`config.mk`:
```
export PLATFORM = sky130hd
export DESIGN_NAME = sao_band_window_search
export DESIGN_NICKNAME = d
export VERILOG_FILES = /design/src/rtl/sao_pkg.sv /design/src/rtl/sao_win_sum.sv /design/src/rtl/sao_band_window_search.sv
export SDC_FILE = /design/constraint.sdc
export NUM_CORES = 1
export LEC_CHECK = 0
export ABC_CLOCK_PERIOD_IN_PS = 3300
export BUFFER_PORTS_ARGS = -buffer_cell sky130_fd_sc_hd__buf_2
export CELL_PAD_IN_SITES_DETAIL_PLACEMENT = 0
export CELL_PAD_IN_SITES_GLOBAL_PLACEMENT = 2
export CORE_ASPECT_RATIO = 1.4
export CORE_MARGIN = 2
export CORE_UTILIZATION = 32
export DETAILED_ROUTE_END_ITERATION = 8
export PLACE_DENSITY = 0.82
export REMOVE_ABC_BUFFERS = 1
export SKIP_LAST_GASP = 1
export SYNTH_ARGS = -nofsm -noshare
export SYNTH_HDL_FRONTEND = slang
export SYNTH_SLANG_ARGS = --single-unit
```
`constraint.sdc`:
```
create_clock -name clk -period 3.3 [get_ports clk]
set_clock_uncertainty 0.2 [all_clocks]
set_input_delay 0 -clock clk [delete_from_list [all_inputs] [get_ports clk]]
set_output_delay 0 -clock clk [all_outputs]
set_load 0.02 [all_outputs]
```
`src/rtl/sao_pkg.sv`:
```
// Shared types and width helpers for the SAO band/EO window search.
// Holds the pass FSM state encoding and the BO/EO mode encoding.
// Width helpers keep SUM_W/POS_W derivation in one place.
package sao_pkg;

  typedef enum logic [1:0] {
    ST_IDLE  = 2'd0,
    ST_RUN   = 2'd1,
    ST_DRAIN = 2'd2,
    ST_DONE  = 2'd3
  } sao_state_e;

  typedef enum logic {
    SAO_BO = 1'b0,
    SAO_EO = 1'b1
  } sao_mode_e;

  // Sum of WIN signed values needs clog2(WIN) guard bits.
  function automatic int sao_sum_w(input int dist_w, input int win);
    return dist_w + $clog2(win);
  endfunction

  // Position field must index the larger of the band and class ranges.
  function automatic int sao_pos_w(input int num_band, input int num_eo_class);
    return $clog2((num_band > num_eo_class) ? num_band : num_eo_class);
  endfunction

endpackage

```
`src/rtl/sao_win_sum.sv`:
```
// Window summer: shift history plus balanced adder tree over the last WIN samples.
// Latency 1: the sum including the sample shifted in at edge e is visible after e.
// No backpressure; shift_i is the accept strobe from the owner.
module sao_win_sum import sao_pkg::*; #(
  parameter int  DIST_W = 21,
  parameter int  WIN    = 4,
  localparam int SUM_W  = sao_sum_w(DIST_W, WIN)
) (
  input  logic                     clk,
  input  logic                     rst,
  input  logic                     clr_i,
  input  logic                     shift_i,
  input  logic signed [DIST_W-1:0] din_i,
  output logic signed [SUM_W-1:0]  sum_o
);

  // The incoming sample is the head of the window, so only WIN-1 older
  // samples need to be stored to form a full WIN-wide sum.
  localparam int HIST   = (WIN > 1) ? WIN - 1 : 1;
  localparam int LEAVES = 1 << $clog2(WIN);

  logic signed [DIST_W-1:0] hist_q [HIST];
  logic signed [SUM_W-1:0]  sum_q;
  logic signed [SUM_W-1:0]  sum_d;
  logic signed [SUM_W-1:0]  node [2*LEAVES-1];

  // Leaves of the tree: newest sample, then history, zero padding to a power of two.
  for (genvar g = 0; g < LEAVES; g++) begin : g_leaf
    if (g == 0) begin : g_head
      assign node[LEAVES-1] = SUM_W'(din_i);
    end else if (g < WIN) begin : g_hist
      assign node[LEAVES-1+g] = SUM_W'(hist_q[g-1]);
    end else begin : g_pad
      assign node[LEAVES-1+g] = '0;
    end
  end

  // Internal nodes: each adds its two children, giving a log2 depth tree.
  for (genvar g = 0; g < LEAVES - 1; g++) begin : g_add
    assign node[g] = node[2*g+1] + node[2*g+2];
  end

  assign sum_d = node[0];
  assign sum_o = sum_q;

  // Shift history and capture the window sum on every accepted sample.
  always_ff @(posedge clk) begin
    if (rst || clr_i) begin
      hist_q <= '{default: '0};
      sum_q  <= '0;
    end else if (shift_i) begin
      hist_q[0] <= din_i;
      for (int k = 1; k < HIST; k++) begin
        hist_q[k] <= hist_q[k-1];
      end
      sum_q <= sum_d;
    end
  end

endmodule

```
`src/rtl/sao_band_window_search.sv`:
```
// SAO window search: per-window distortion sums (BO sliding, EO aligned) and minimum.
// Latency: window 1 cycle after accept; best 2 cycles after the last accept.
// in_ready high only in RUN; bubbles on in_valid stall the pass without side effects.
module sao_band_window_search import sao_pkg::*; #(
  parameter int  DIST_W       = 21,
  parameter int  WIN          = 4,
  parameter int  NUM_BAND     = 32,
  parameter int  NUM_EO_CLASS = 4,
  localparam int SUM_W        = sao_sum_w(DIST_W, WIN),
  localparam int POS_W        = sao_pos_w(NUM_BAND, NUM_EO_CLASS)
) (
  input  logic                     clk,
  input  logic                     rst,
  input  logic                     start,
  input  logic                     mode,
  input  logic                     in_valid,
  input  logic signed [DIST_W-1:0] in_dist,
  output logic                     in_ready,
  output logic                     win_valid,
  output logic signed [SUM_W-1:0]  win_sum,
  output logic [POS_W-1:0]         win_pos,
  output logic                     best_valid,
  output logic signed [SUM_W-1:0]  best_sum,
  output logic [POS_W-1:0]         best_pos,
  output logic                     busy
);

  localparam int N_BO  = NUM_BAND;
  localparam int N_EO  = NUM_EO_CLASS * WIN;
  localparam int N_MAX = (N_BO > N_EO) ? N_BO : N_EO;
  localparam int IDX_W = $clog2(N_MAX + 1);

  sao_state_e              state_q;
  sao_mode_e               mode_q;
  logic [IDX_W-1:0]        idx_q;
  logic                    first_q;
  logic                    in_ready_q;
  logic                    busy_q;
  logic                    win_valid_q;
  logic [POS_W-1:0]        win_pos_q;
  logic                    best_valid_q;
  logic signed [SUM_W-1:0] best_sum_q;
  logic [POS_W-1:0]        best_pos_q;

  logic                    accept;
  logic                    start_clr;
  logic                    emit_d;
  logic                    last_d;
  logic [POS_W-1:0]        pos_d;

  // in_ready_q is high only in RUN, so it doubles as the state qualifier.
  assign accept    = in_valid && in_ready_q;
  assign start_clr = (state_q == ST_IDLE) && start;

  sao_win_sum #(
    .DIST_W (DIST_W),
    .WIN    (WIN)
  ) u_win_sum (
    .clk     (clk),
    .rst     (rst),
    .clr_i   (start_clr),
    .shift_i (accept),
    .din_i   (in_dist),
    .sum_o   (win_sum)
  );

  // Decode whether the current accept closes a window, its position, and end of pass.
  always_comb begin
    emit_d = 1'b0;
    pos_d  = '0;
    last_d = 1'b0;
    if (mode_q == SAO_BO) begin
      emit_d = idx_q >= IDX_W'(WIN - 1);
      pos_d  = POS_W'(idx_q - IDX_W'(WIN - 1));
      last_d = idx_q == IDX_W'(N_BO - 1);
    end else begin
      emit_d = (idx_q % IDX_W'(WIN)) == IDX_W'(WIN - 1);
      pos_d  = POS_W'(idx_q / IDX_W'(WIN));
      last_d = idx_q == IDX_W'(N_EO - 1);
    end
  end

  // Pass FSM with registered strobes, sample counter and running minimum.
  always_ff @(posedge clk) begin
    if (rst) begin
      state_q      <= ST_IDLE;
      mode_q       <= SAO_BO;
      idx_q        <= '0;
      first_q      <= 1'b1;
      in_ready_q   <= 1'b0;
      busy_q       <= 1'b0;
      win_valid_q  <= 1'b0;
      win_pos_q    <= '0;
      best_valid_q <= 1'b0;
      best_sum_q   <= '0;
      best_pos_q   <= '0;
    end else begin
      win_valid_q  <= 1'b0;
      best_valid_q <= 1'b0;
      case (state_q)
        ST_IDLE: begin
          if (start) begin
            state_q    <= ST_RUN;
            mode_q     <= sao_mode_e'(mode);
            idx_q      <= '0;
            first_q    <= 1'b1;
            best_sum_q <= '0;
            best_pos_q <= '0;
            in_ready_q <= 1'b1;
            busy_q     <= 1'b1;
          end
        end
        ST_RUN: begin
          if (accept) begin
            idx_q       <= idx_q + 1'b1;
            win_valid_q <= emit_d;
            if (emit_d) begin
              win_pos_q <= pos_d;
            end
            if (last_d) begin
              state_q    <= ST_DRAIN;
              in_ready_q <= 1'b0;
            end
          end
        end
        ST_DRAIN: begin
          state_q      <= ST_DONE;
          best_valid_q <= 1'b1;
        end
        ST_DONE: begin
          state_q <= ST_IDLE;
          busy_q  <= 1'b0;
        end
        default: state_q <= ST_IDLE;
      endcase
      // A window strobe never coincides with IDLE, so this cannot race the start clear.
      // Strict less-than keeps the earlier (lower) position on ties.
      if (win_valid_q && (first_q || (win_sum < best_sum_q))) begin
        best_sum_q <= win_sum;
        best_pos_q <= win_pos_q;
        first_q    <= 1'b0;
      end
    end
  end

  assign in_ready   = in_ready_q;
  assign busy       = busy_q;
  assign win_valid  = win_valid_q;
  assign win_pos    = win_pos_q;
  assign best_valid = best_valid_q;
  assign best_sum   = best_sum_q;
  assign best_pos   = best_pos_q;

endmodule

```
== Word-level counts from Yosys, hierarchy flattened ==
Index checks and enable logic that the tools add are counted.

* Input bits: 26
* Output and inout bits: 60
* Word-level logic and storage cells: 75
* Memories kept: 0
* Bits in latches: 0
* Bits in registers: 133
* Bits in writable memories: 0
* Memory bits (read-only): 0

* Eq/ne operators: 9
* Shift-type cells: 0
* $add $sub $neg: 5
* Bitwise operators: 2
* Multipliers: 0
* Div/mod/pow operators: 0
* Magnitude comparators: 2
* Reduce and logical (&&, ||, !) cells: 18
* Mux-type cells: 24

{| class="wikitable"
|+ Operators by type and width
! operator !! count
|-
| $mux W23 || 3
|-
| $add A21 B21 Y22 || 2
|-
| $add A22 B22 Y23 || 1
|-
| $lt A23 B23 Y1 || 1
|-
| $mux W5 || 4
|-
| $mux W6 || 2
|-
| $pmux W6 S2 || 1
|-
| $reduce_and A3 Y1 || 3
|-
| $mux W1 || 8
|-
| $pmux W2 S4 || 1
|-
| $reduce_bool A2 Y1 || 4
|-
| $add A6 B1 Y6 const B || 1
|-
| $eq A2 B2 Y1 const B || 3
|-
| $eq A6 B4 Y1 const B || 1
|-
| $eq A6 B5 Y1 const B || 1
|-
| $ge A6 B2 Y1 const B || 1
|-
| $mux W2 || 3
|-
| $ne A2 B2 Y1 const B || 3
|-
| $reduce_and A2 Y1 || 3
|-
| $sub A5 B2 Y5 const B || 1
|-
| $pmux W1 S2 || 2
|-
| $reduce_and A4 Y1 || 1
|-
| $logic_and A1 B1 Y1 || 3
|-
| $reduce_or A3 Y1 || 1
|-
| 4 further kinds || 6
|}

== Logic depth before layout (Yosys ltp) ==
Gate-level depths: netlist of run 1.

* Depth after elaboration: 5
* Mapped depth: 13
* Depth with buffers taken out: 13

== Modules after synthesis ==
A second synthesis of run 1 with hierarchy kept.

* Cell total of the unflattened synthesis: 1011
* Area total of the unflattened synthesis: 8728.4 sq um

{| class="wikitable"
|+ Modules (own cells, without submodules)
! module !! instances !! seq. area each (sq um) !! area each (sq um) !! cells each
|-
| sao_win_sum || 1 || 1721.7 || 6050.8 || 713
|-
| sao_band_window_search || 1 || 940.9 || 2677.6 || 298
|}

== Worst setup path after synthesis of run 1 ==
OpenSTA, ideal clock, no wires.

* Path type: register to register
* From: register u_win_sum.hist_q[1] (netlist name)
* To: register u_win_sum.sum_q[17] (netlist: u_win_sum.sum_o[17])
* Stages on the path, launching flop included: 13
* Setup slack: -120 ps
* Buffers on the path: 0
* Data arrival time: 3101 ps
* Setup time: 120 ps
* Data required time: 2980 ps
* Clock period less this slack: 3420 ps
* Cells stage by stage: dfxtp_1 -> inv_1 -> fa_1 -> inv_1 -> fa_1 -> ha_1 -> fa_1 -> a21o_1 -> a21oi_1 -> o2111ai_1 -> a31oi_1 -> nor2_1 -> a211o_1

* Cells in the longest elaborated chain, start to end: 2

{| class="wikitable"
|+ Ends and longest elaborated chain
! what !! RTL line !! source
|-
| start: declaration || sao_win_sum.sv:22 || <nowiki>logic signed [DIST_W-1:0] hist_q [HIST];</nowiki>
|-
| start signal: indexed assignment || sao_win_sum.sv:54 || <nowiki>hist_q[k] <= hist_q[k-1];</nowiki>
|-
| $add A21 B21 Y22 || sao_win_sum.sv:40 || <nowiki>assign node[g] = node[2*g+1] + node[2*g+2];</nowiki>
|-
| $add A22 B22 Y23 || sao_win_sum.sv:40 ||
|-
| end signal: assignment || sao_win_sum.sv:56 || <nowiki>sum_q <= sum_d;</nowiki>
|-
| end: declaration || sao_win_sum.sv:23 || <nowiki>logic signed [SUM_W-1:0] sum_q;</nowiki>
|}

No other way between the ends.
A chain may end at the register's enable or synchronous reset.

== Worst setup path in the final report of run 1 ==
* From: register u_win_sum.hist_q[22] (netlist name)
* To: register u_win_sum.sum_q[9] (netlist: u_win_sum.sum_o[9])

The elaborated chain is that of the path after synthesis.

==> impl_metrics.csv, run 1 <==
group,metric,value,unit
critical_path,crit_cells,14,
power_and_ir_drop,internal_power,0.00337,W
timing,fin_ws,-98.6,ps
clock_network,cts.sinks,133,
critical_path,critical_path.top_delay_family,"adder cells",
power_and_ir_drop,power.switching,0.00167,W
route,routed_wirelength,19600,microns
timing,rsz0062_at_grt,"yes",
cells_and_area,area_growth,28.1,%
cells_and_area,drive_gt1_frac,0.202,
synth,synth_most_common_cell,"nand2_1",
route,vias_per_cell,4.65,
clock_network,cts-root-buf,"clkbuf_16",
status,failed_checks,"negative setup slack",
global_route,grt_pass1_vias,6821,
critical_path,crit_top_cell,"fa_1",
clock_network,clk_pin_slew,60,ps
global_route,grt_pass1_wl,32900,microns
critical_path,rr_worst_depth,14,
cells_and_area,diodes,0,
critical_path,critical_path.cell_chain,"inv_2, fa_1, inv_1, fa_1, ha_2, fa_2, a21o_1, a21oi_4, nand2b_4, buf_6, a21oi_2, o21ai_2, or4_1, nand3_1",
power_and_ir_drop,p_leak,4.16,nW
timing,timing_hold_violations_final,0,
synth,ys_types,57,
clock_network,insertion_delay,430,ps
die,die-height,190,microns
route,firstDrtPassIters,4,
cells_and_area,post-route-util,0.413,
synth,synth_edf_count,0,
synth,synth_flop_cell,"dfxtp_1",
clock_network,cts_tree,"done",
route,dr.first_iter.drc_count,203,
die,start_util,0.323,
clock_network,ctsHtreeMaxLevel,4,
synth,yosys_warnings,0,
critical_path,path_buf_inv,3,
min_path,whs_path_depth,4,
min_path,holdCritPathClass,"input port to flop",
route,wl_per_cell,13.4,microns
synth,synth_common_cells,"201 x nand2_1, 149 x inv_1, 141 x a21oi_1",
placed_design,place_congestion,0.803,
synth,syn_avg_cell_area,7.94,sq um
critical_path,cp_slowest_cell,"or4_1",
critical_path,cp_data_arrival_time,3560,ps
synth,synth_top_cell_area_share,0.338,
timing,timing.final.crit_share,1.03,
global_route,grt_max_degree,51,
synth,yosys_register_bits,133,
synth,synth_area_leaders,"dfxtp_1 34%, fa_1 11%, nand2_1 9.6%",
critical_path,cp_max_fo,4,
power_and_ir_drop,seq_power_share,0.352,
synth,syn_inst,992,
timing,worst_slew_pin_slew,688,ps
route,drtAntennaViolNets,0,
synth,yosysSeqAreaShare,0.338,
critical_path,critPathCaptureType,"flop",
power_and_ir_drop,irDropWorstVdd,0.320,mV
die,die_area,25900,sq um
timing,period_minus_slack,3400,ps
route,drc,0,
placed_design,dpl.hpwl,14100,microns
power_and_ir_drop,comb_power_share,0.265,
clock_network,cts.path.max_buffers,2,
die,die_w,137,microns
global_route,grt_antenna_before_repair,0,
synth,synth_async_sr_flop_share,0,
power_and_ir_drop,power.share.switching,0.331,
clock_network,cts_buffers,17,
critical_path,cpPeakStageDelay,520,ps
global_route,grt_usage,0.159,
die,core-area,24400,sq um
synth,synth_top_area_cell,"dfxtp_1",
power_and_ir_drop,p_per_area,499,nW/um^2
timing,final-setup-viol-count,6,
cells_and_area,fin_nets,1258,
timing,maxSlewHeadroom,0.541,
synth,syn_area,7880,sq um
route,dr_total_vias,6818,
critical_path,start_kind,"flop",
status,status,"complete, but fails checks",
critical_path,worstSetupPathType,"flop to flop",
placed_design,dp_cells,1405,
cells_and_area,fin_cells,1467,
timing,slew_violations,0,
run,drv_cap,0,
global_route,grt_overflow,0,
placed_design,io_buffers,85,
critical_path,crit_required,3460,ps
power_and_ir_drop,pwr-share-clk,0.383,
die,io_pins,86,
die,rows,68,
timing,clock.fmax,294,MHz
-- worst paths after layout --
path | startpoint | endpoint | slack, ps
setup / recovery | u_win_sum.hist_q[22] | u_win_sum.sum_o[9] | -100
hold / removal | in_dist[18] | u_win_sum.hist_q[60] | 170
setup reg to reg | u_win_sum.hist_q[22] | u_win_sum.sum_o[9] | -100
hold reg to reg | u_win_sum.hist_q[19] | u_win_sum.hist_q[19] | 250
-- cells in the final DEF (no fill, tap or decap), drive strengths merged, types with 3 or more instances in the layout --
cell	instances
nand2	201
buf	150
inv	149
a21oi	142
dfxtp	133
ha	49
fa	43
o21ai	32
nor2	31
nand3b	28
dlygate4sd3	26
nand3	22
clkbuf	19
xnor2	13
nand2b	10
nor3	9
a21o	8
a211oi	8
clkinv	8
xor2	7
nand4	7
nor2b	5
mux2i	4
or3	4
a221oi	4
a31oi	3
bufinv	3
o41ai	3
and3	3
nor4	3
-- tightest hold or removal path, delay by kind of cell --
kind,cells,cell delay (ps)
simple gates,1,50
compound gates,1,50
buf+inv,2,640
-- layer usage --
metal  vias up  track usage  wire (microns)
li1       3516            -               -
met3        29       0.0277             563
met4         0       0.0561             359
met2        97        0.289           10200
met5         -            0               0
met1      3176        0.185            8460
-- state kept, by name (all words and copies together), names as in the netlist --
register and cells:
best_pos 5, best_sum 23, best_valid 1, busy 1, first_q 1, idx_q 6, in_ready 1, mode_q 1
state_q 2, u_win_sum.hist_q 63, u_win_sum.sum_o 23, win_pos 5, win_valid 1
-- per-stage QoR --
stage | hold WS [ps] | cell area [sq um] | worst slack, ps | total power (W) | TNS [ps]
6_report | 169 | 10100 | -98.6 | 0.00503 | -285
5_1_grt | 180 | 10100 | -250 | 0.00534 | -2230
4_1_cts | 148 | 9910 | -110 | 0.00509 | -471
3_5_place_dp | 59.6 | 8960 | -300 | 0.00308 | -1970
3_3_place_gp | 52.6 | 8960 | -260 | 0.00308 | -1560
2_1_floorplan | -131 | 7670 | -304 | 0.00259 | -2400
-- area by class of cell --
cell class	instances	area (sq um)
tap	315	394
inverter	149	559
timing repair buffer	176	1180
sequential	133	2670
clock inverter	12	156
fill	2487	14300
clock buffer	19	443
multi-input combinational	663	4690
-- power groups by stage --
stage                     logic (W)  registers (W)  clock network (W)
after floorplan            0.000761        0.00183                  0
after global placement      0.00127        0.00181                  0
after detailed placement    0.00127        0.00181                  0
after CTS                   0.00132        0.00177            0.00199
after global routing        0.00150        0.00179            0.00206
final                       0.00133        0.00177            0.00193
-- what timing repair did --
action / 4_1_cts / 5_1_grt
endpoints found under the setup margin: 11 / 15
hold buffers: 26 / 0
pin swaps: 25 / 16
buffers inserted: 3 / 3
hold endpoints to repair: 50 / 0
gates resized for setup: 18 / 29
-- cell families after synthesis --
group,count (synthesis),synth area share
AO/OA/AOI/OAI,216,0.158
XOR/XNOR,20,0.0222
adder cells (fa/ha/maj),92,0.187
buffers and inverters,196,0.0976
flip-flops,133,0.338
multiplexers,5,0.00651
AND/OR/NAND/NOR,330,0.191
Power figures use the tool's default switching activity.
==> run 2: changes to the inputs <==
- BUFFER_PORTS_ARGS: -buffer_cell sky130_fd_sc_hd__buf_2 -> default
- CORE_UTILIZATION: 32 -> 34
- DONT_BUFFER_PORTS: default -> 1
- PLACE_DENSITY: 0.82 -> 0.81
==> impl_metrics.csv, run 2 (synthesis gave the netlist of run 1 again) <==
group,metric,value,unit
status,status,"complete, but fails checks",
power_and_ir_drop,power.share.switching,0.320,
timing,final-setup-viol-count,5,
route,drtAntennaViolNets,0,
global_route,grt_pass1_vias,6871,
power_and_ir_drop,seq_power_share,0.328,
route,wl_per_cell,14.6,microns
critical_path,r2r_setup_slack,-70,ps
clock_network,clk_pin_slew,60,ps
cells_and_area,drive_gt1_frac,0.186,
route,drc,0,
critical_path,start_kind,"flop",
placed_design,io_buffers,0,
route,vias_per_cell,4.77,
cells_and_area,area_growth,33.1,%
critical_path,r2r_end,"u_win_sum.sum_o[17]",
cells_and_area,diodes,0,
critical_path,worstSetupPathType,"flop to flop",
cells_and_area,layout_commonest_cell,"nand2_1",
clock_network,ctsHtreeMaxLevel,4,
timing,slew_violations,0,
global_route,grt_usage,0.172,
route,routed_wirelength,20900,microns
timing,worst_slew_pin_slew,677,ps
power_and_ir_drop,p_leak,4.13,nW
global_route,grt_antenna_before_repair,0,
timing,fin_ws,-67.0,ps
die,die_w,133,microns
power_and_ir_drop,power.switching,0.00173,W
clock_network,cts-root-buf,"clkbuf_16",
timing,timing.final.crit_share,1.02,
global_route,grt_overflow,0,
power_and_ir_drop,p_per_area,517,nW/um^2
route,dr.first_iter.drc_count,196,
critical_path,r2r-start,"u_win_sum.hist_q[22]",
cells_and_area,multi_input_area,4880,sq um
die,start_util,0.347,
power_and_ir_drop,irDropWorstVdd,0.371,mV
cells_and_area,fin_nets,1235,
timing,timing_hold_violations_final,0,
route,dr_total_vias,6818,
min_path,holdCritPathClass,"input port to flop",
die,die-height,184,microns
timing,clock.fmax,297,MHz
cells_and_area,fin_cells,1430,
cells_and_area,fill_cells,2244,
critical_path,cp_data_arrival_time,3490,ps
die,io_pins,86,
run,drv_cap,0,
clock_network,insertion_delay,430,ps
die,core-area,22700,sq um
global_route,grt_max_degree,45,
cells_and_area,largest_reg_flops,63,
die,die_area,24400,sq um
timing,period_minus_slack,3370,ps
power_and_ir_drop,comb_power_share,0.271,
clock_network,cts_tree,"done",
critical_path,critPathCaptureType,"flop",
min_path,whs_path_depth,3,
power_and_ir_drop,internal_power,0.00369,W
timing,worst_hold_slack,11.0,ps
timing,maxSlewHeadroom,0.549,
critical_path,cp_max_fo,4,
cells_and_area,regArea,2680,sq um
global_route,grt_pass1_wl,33800,microns
cells_and_area,top_register,"u_win_sum.hist_q",
critical_path,rr_worst_depth,14,
placed_design,place_congestion,0.799,
clock_network,cts.sinks,133,
route,firstDrtPassIters,6,
placed_design,dp_cells,1336,
critical_path,crit_required,3420,ps
critical_path,crit_start,"u_win_sum.hist_q[22]",
power_and_ir_drop,pwr-share-clk,0.402,
critical_path,crit_end,"u_win_sum.sum_o[17]",
clock_network,cts.path.max_buffers,2,
placed_design,dpl.hpwl,14100,microns
die,rows,65,
cells_and_area,layout_common_cells,"199 x nand2_1, 147 x inv_1, 132 x a21oi_1",
clock_network,cts_buffers,17,
cells_and_area,post-route-util,0.462,
status,failed_checks,"negative setup slack",
power_and_ir_drop,total_power,0.00542,W
timing,rsz0062_at_grt,"yes",
==> run 2: routing by layer <==
metal	GRT usage	part of all wire
met3	0.0336	0.034
met4	0.0654	0.020
met1	0.200	0.43
met2	0.310	0.52
met5	0	0
==> run 2: worst max-delay path, stage by stage, from the launching register on <==
cell and delay, ps:
dfxtp_2 330, inv_2 40, fa_1 500, inv_1 50
fa_2 400, ha_2 190, fa_2 340, a21o_1 170
a21oi_2 150, buf_6 130, o2111ai_4 120, a31oi_1 190
buf_4 160, nor2_2 50, a211o_1 240
==> run 2: repair_timing <==
| item | 4_1_cts | 5_1_grt |
|---|---|---|
| hold buffers | 55 | 0 |
| pin swaps | 21 | 36 |
| buffers inserted | 3 | 5 |
| endpoints found under the setup margin | 11 | 23 |
| endpoints found under the hold margin | 84 | 0 |
| gates resized for setup | 18 | 62 |
==> run 2: through the flow <==
stage	area (sq um)	TNS [ps]	setup slack (ps)
after global routing	10500	-1330	-206
after CTS	10100	-384	-84.2
after floorplan	7670	-2400	-304
after global placement	8750	-1380	-244
final	10500	-197	-67.0
after detailed placement	8750	-1670	-246
==> run 2: area by class of cell <==
| type | count | share of cell area |
|---|---|---|
| multi-input combinational | 663 | 0.465 |
| sequential | 133 | 0.255 |
| timing repair buffer | 153 | 0.127 |
| inverter | 149 | 0.0533 |
| clock buffer | 19 | 0.0422 |
| tap | 301 | 0.0359 |
| clock inverter | 12 | 0.0217 |
==> run 2: worst min-delay path by stage <==
| stage | slack (ps) | to | startpoint |
|---|---|---|---|
| finish | 10 | u_win_sum.hist_q[29] | in_valid |
| global route | 50 | u_win_sum.hist_q[30] | in_valid |
| CTS | 9 | u_win_sum.hist_q[33] | in_valid |
| detailed placement | -120 | best_sum[1] | rst |
| global placement | -130 | best_sum[1] | rst |
| floorplan | -130 | best_pos[0] | rst |
==> run 2: power groups by stage <==
stage               sequential [W]  combinational (W)  clock (W)
global route               0.00179            0.00162    0.00229
CTS                        0.00178            0.00139    0.00223
global placement           0.00181            0.00126          0
finish                     0.00178            0.00147    0.00218
floorplan                  0.00183           0.000761          0
detailed placement         0.00181            0.00126          0
==> run 3: changes to the inputs <==
- CORE_UTILIZATION: 34 -> 36
- PLACE_DENSITY: 0.81 -> 0.82
- SYNTH_HIERARCHICAL: default -> 1
==> impl_metrics.csv, run 3 <==
group,metric,value,unit
synth,yosys_register_bits,133,
placed_design,io_buffers,0,
min_path,hold_start,"in_dist[7]",
placed_design,dp_cells,1431,
die,die_area,25500,sq um
global_route,grt_pass1_wl,39200,microns
clock_network,cts_buffers,17,
critical_path,crit_start,"u_win_sum/hist_q[42]",
power_and_ir_drop,power.switching,0.00194,W
cells_and_area,drive_gt1_frac,0.256,
critical_path,critPathCaptureType,"flop",
status,status,"complete, but fails checks",
placed_design,dp_slack,-550,ps
status,failed_checks,"negative setup slack",
clock_network,insertion_delay,440,ps
synth,yosys_warnings,6,
cells_and_area,regArea,2670,sq um
global_route,grt_max_degree,74,
synth,yosysSeqAreaShare,0.305,
min_path,whs_path_depth,3,
route,vias_per_cell,5.25,
placed_design,dpl.hpwl,17200,microns
cells_and_area,layout_commonest_cell,"buf_4",
synth,synth_common_cells,"133 x dfxtp_1, 127 x nor2_1, 91 x ha_1",
critical_path,cpPeakStageDelay,350,ps
cells_and_area,fin_nets,1300,
power_and_ir_drop,pwr-share-clk,0.357,
critical_path,rr_worst_depth,17,
critical_path,critical_path.cell_chain,"ha_4, fa_2, a211oi_2, o21a_1, a21oi_2, o21a_1, o21a_1, nor2_2, xnor2_1, ha_1, buf_4, o21ai_0, nand2b_1, a41oi_2, a21oi_2, or3_1, nand3_1",
critical_path,start_kind,"flop",
clock_network,cts-root-buf,"clkbuf_16",
route,drtAntennaViolNets,0,
critical_path,crit_top_cell,"o21a_1",
route,routed_wirelength,23800,microns
global_route,grt_overflow,0,
critical_path,worstSetupPathType,"flop to flop",
critical_path,critical_path.top_delay_family,"compound AO/OA/AOI/OAI gates",
die,die_w,136,microns
die,rows,67,
timing,fin_ws,-276,ps
timing,worst_slew_pin_slew,844,ps
critical_path,cp_max_fo,4,
critical_path,path_buf_inv,1,
synth,ys_types,67,
min_path,worstHoldEndpoint,"u_win_sum/hist_q[49]",
critical_path,crit_required,3470,ps
timing,period_minus_slack,3580,ps
clock_network,cts.sinks,133,
timing,timing_hold_violations_final,0,
synth,synth_top_area_cell,"dfxtp_1",
cells_and_area,fin_cells,1503,
clock_network,ctsHtreeMaxLevel,4,
placed_design,placed_area,10100,sq um
cells_and_area,fill_cells,2340,
power_and_ir_drop,p_leak,4.89,nW
synth,syn_avg_cell_area,8.63,sq um
critical_path,r2r_end,"u_win_sum/sum_o[21]",
route,firstDrtPassIters,4,
power_and_ir_drop,irDropWorstVdd,0.382,mV
timing,rsz0062_at_grt,"yes",
global_route,grt_usage,0.191,
timing,timing.final.crit_share,1.08,
timing,slew_violations,0,
cells_and_area,largest_reg_flops,63,
power_and_ir_drop,seq_power_share,0.326,
synth,synth_edf_count,0,
run,drv_cap,0,
global_route,grt_pass1_vias,8077,
placed_design,place_congestion,0.810,
timing,clock.fmax,280,MHz
cells_and_area,multi_input_area,6220,sq um
clock_network,clk_pin_slew,70,ps
route,wl_per_cell,15.9,microns
global_route,grt_antenna_before_repair,0,
timing,worst_hold_slack,50.2,ps
die,die-height,188,microns
critical_path,r2r-start,"u_win_sum/hist_q[42]",
die,io_pins,86,
route,dr.first_iter.drc_count,321,
cells_and_area,layout_common_cells,"161 x buf_4, 127 x dfxtp_1, 119 x nor2_1",
power_and_ir_drop,internal_power,0.00369,W
synth,synth_async_sr_flop_share,0,
synth,synth_flop_cell,"dfxtp_1",
critical_path,cp_data_arrival_time,3750,ps
critical_path,r2r_setup_slack,-280,ps
cells_and_area,stdcell_area,11700,sq um
power_and_ir_drop,p_per_area,482,nW/um^2
clock_network,cts.path.max_buffers,2,
die,start_util,0.365,
synth,syn_inst,1011,
cells_and_area,area_growth,33.8,%
power_and_ir_drop,power.share.switching,0.344,
die,core-area,23900,sq um
synth,synth_top_cell_area_share,0.305,
route,drc,0,
clock_network,cts_tree,"done",
timing,final-setup-viol-count,12,
power_and_ir_drop,comb_power_share,0.317,
synth,synth_area_leaders,"dfxtp_1 31%, ha_1 13%, mux2i_1 8.8%",
critical_path,cp_slowest_cell,"fa_2",
timing,maxSlewHeadroom,0.437,
min_path,holdCritPathClass,"input port to flop",
synth,synth_most_common_cell,"dfxtp_1",
route,dr_total_vias,7885,
cells_and_area,diodes,0,
cells_and_area,top_register,"u_win_sum/hist_q",
synth,syn_area,8730,sq um
[run 3: cell types whose count changed after synthesis, moves of 42 or more]
cell,before,now
ha_1,49,91
a21oi_1,141,71
mux2i_1,4,77
nor2_1,31,127
inv_1,149,40
nand2_1,201,56
[run 3: area by class of cell]
| type | instances | share of cell area |
|---|---|---|
| clock inverters | 14 | 0.0150 |
| flip-flops and latches | 133 | 0.229 |
| inverters | 41 | 0.0134 |
| well taps | 310 | 0.0332 |
| clock buffers | 18 | 0.0376 |
| repair buffers | 200 | 0.139 |
| multi-input cells | 787 | 0.533 |
[run 3: worst max-delay path by stage]
stage	cells past startpoint	slack (ps)	to
after floorplan	6	-940	win_pos[3]
after global placement	16	-560	u_win_sum/sum_o[19]
after detailed placement	15	-550	u_win_sum/sum_o[19]
after CTS	17	-320	u_win_sum/sum_o[21]
after global routing	17	-450	u_win_sum/sum_o[21]
final	17	-280	u_win_sum/sum_o[21]
[run 3: kinds of logic (layout without fill, tap and decap cells)]
group / count (synthesis) / after routing / share of synthesized area
fa+ha+maj: 94 / 94 / 0.137
flops: 133 / 133 / 0.305
simple gates: 315 / 315 / 0.183
xor+xnor: 50 / 50 / 0.0502
mux: 78 / 78 / 0.0896
buf+inv: 91 / 273 / 0.0420
compound gates: 250 / 250 / 0.193
[run 3: tightest hold or removal path, delay by kind of cell]
family        cells  cell delay [ps]
mux               1               60
simple gates      1               70
buf+inv           1              520
[run 3: what timing repair did]
item                                   CTS  global route
endpoints found under the hold margin   88             0
pin swaps                               51            42
hold buffers                            30             0
cloned                                   0             0
setup endpoints to repair               16            16
resized for setup                       66            55
buffers inserted                         6             5
[run 3: layer usage]
| layer | up-vias | track usage | part of all wire |
|---|---|---|---|
| li1 | 4036 | - | - |
| met1 | 3717 | 0.214 | 0.43 |
| met2 | 108 | 0.350 | 0.51 |
| met3 | 24 | 0.0398 | 0.036 |
| met4 | 0 | 0.0673 | 0.020 |
| met5 | - | 0 | 0 |
[run 3: per-stage QoR]
step | total power, W | setup TNS [ps] | utilization
final | 0.00563 | -2520 | 0.489
after global placement | 0.00346 | -5670 | 0.423
after global routing | 0.00595 | -4580 | 0.489
after detailed placement | 0.00347 | -5860 | 0.423
after floorplan | 0.00295 | -39220 | -
after CTS | 0.00562 | -2920 | 0.476
[run 3: power by group through the flow]
stage | Combinational (W) | Sequential, W | Clock (W)
finish | 0.00178 | 0.00184 | 0.00201
global route | 0.00197 | 0.00185 | 0.00213
CTS | 0.00173 | 0.00184 | 0.00206
detailed placement | 0.00160 | 0.00187 | 0
global placement | 0.00159 | 0.00187 | 0
floorplan | 0.00110 | 0.00186 | 0
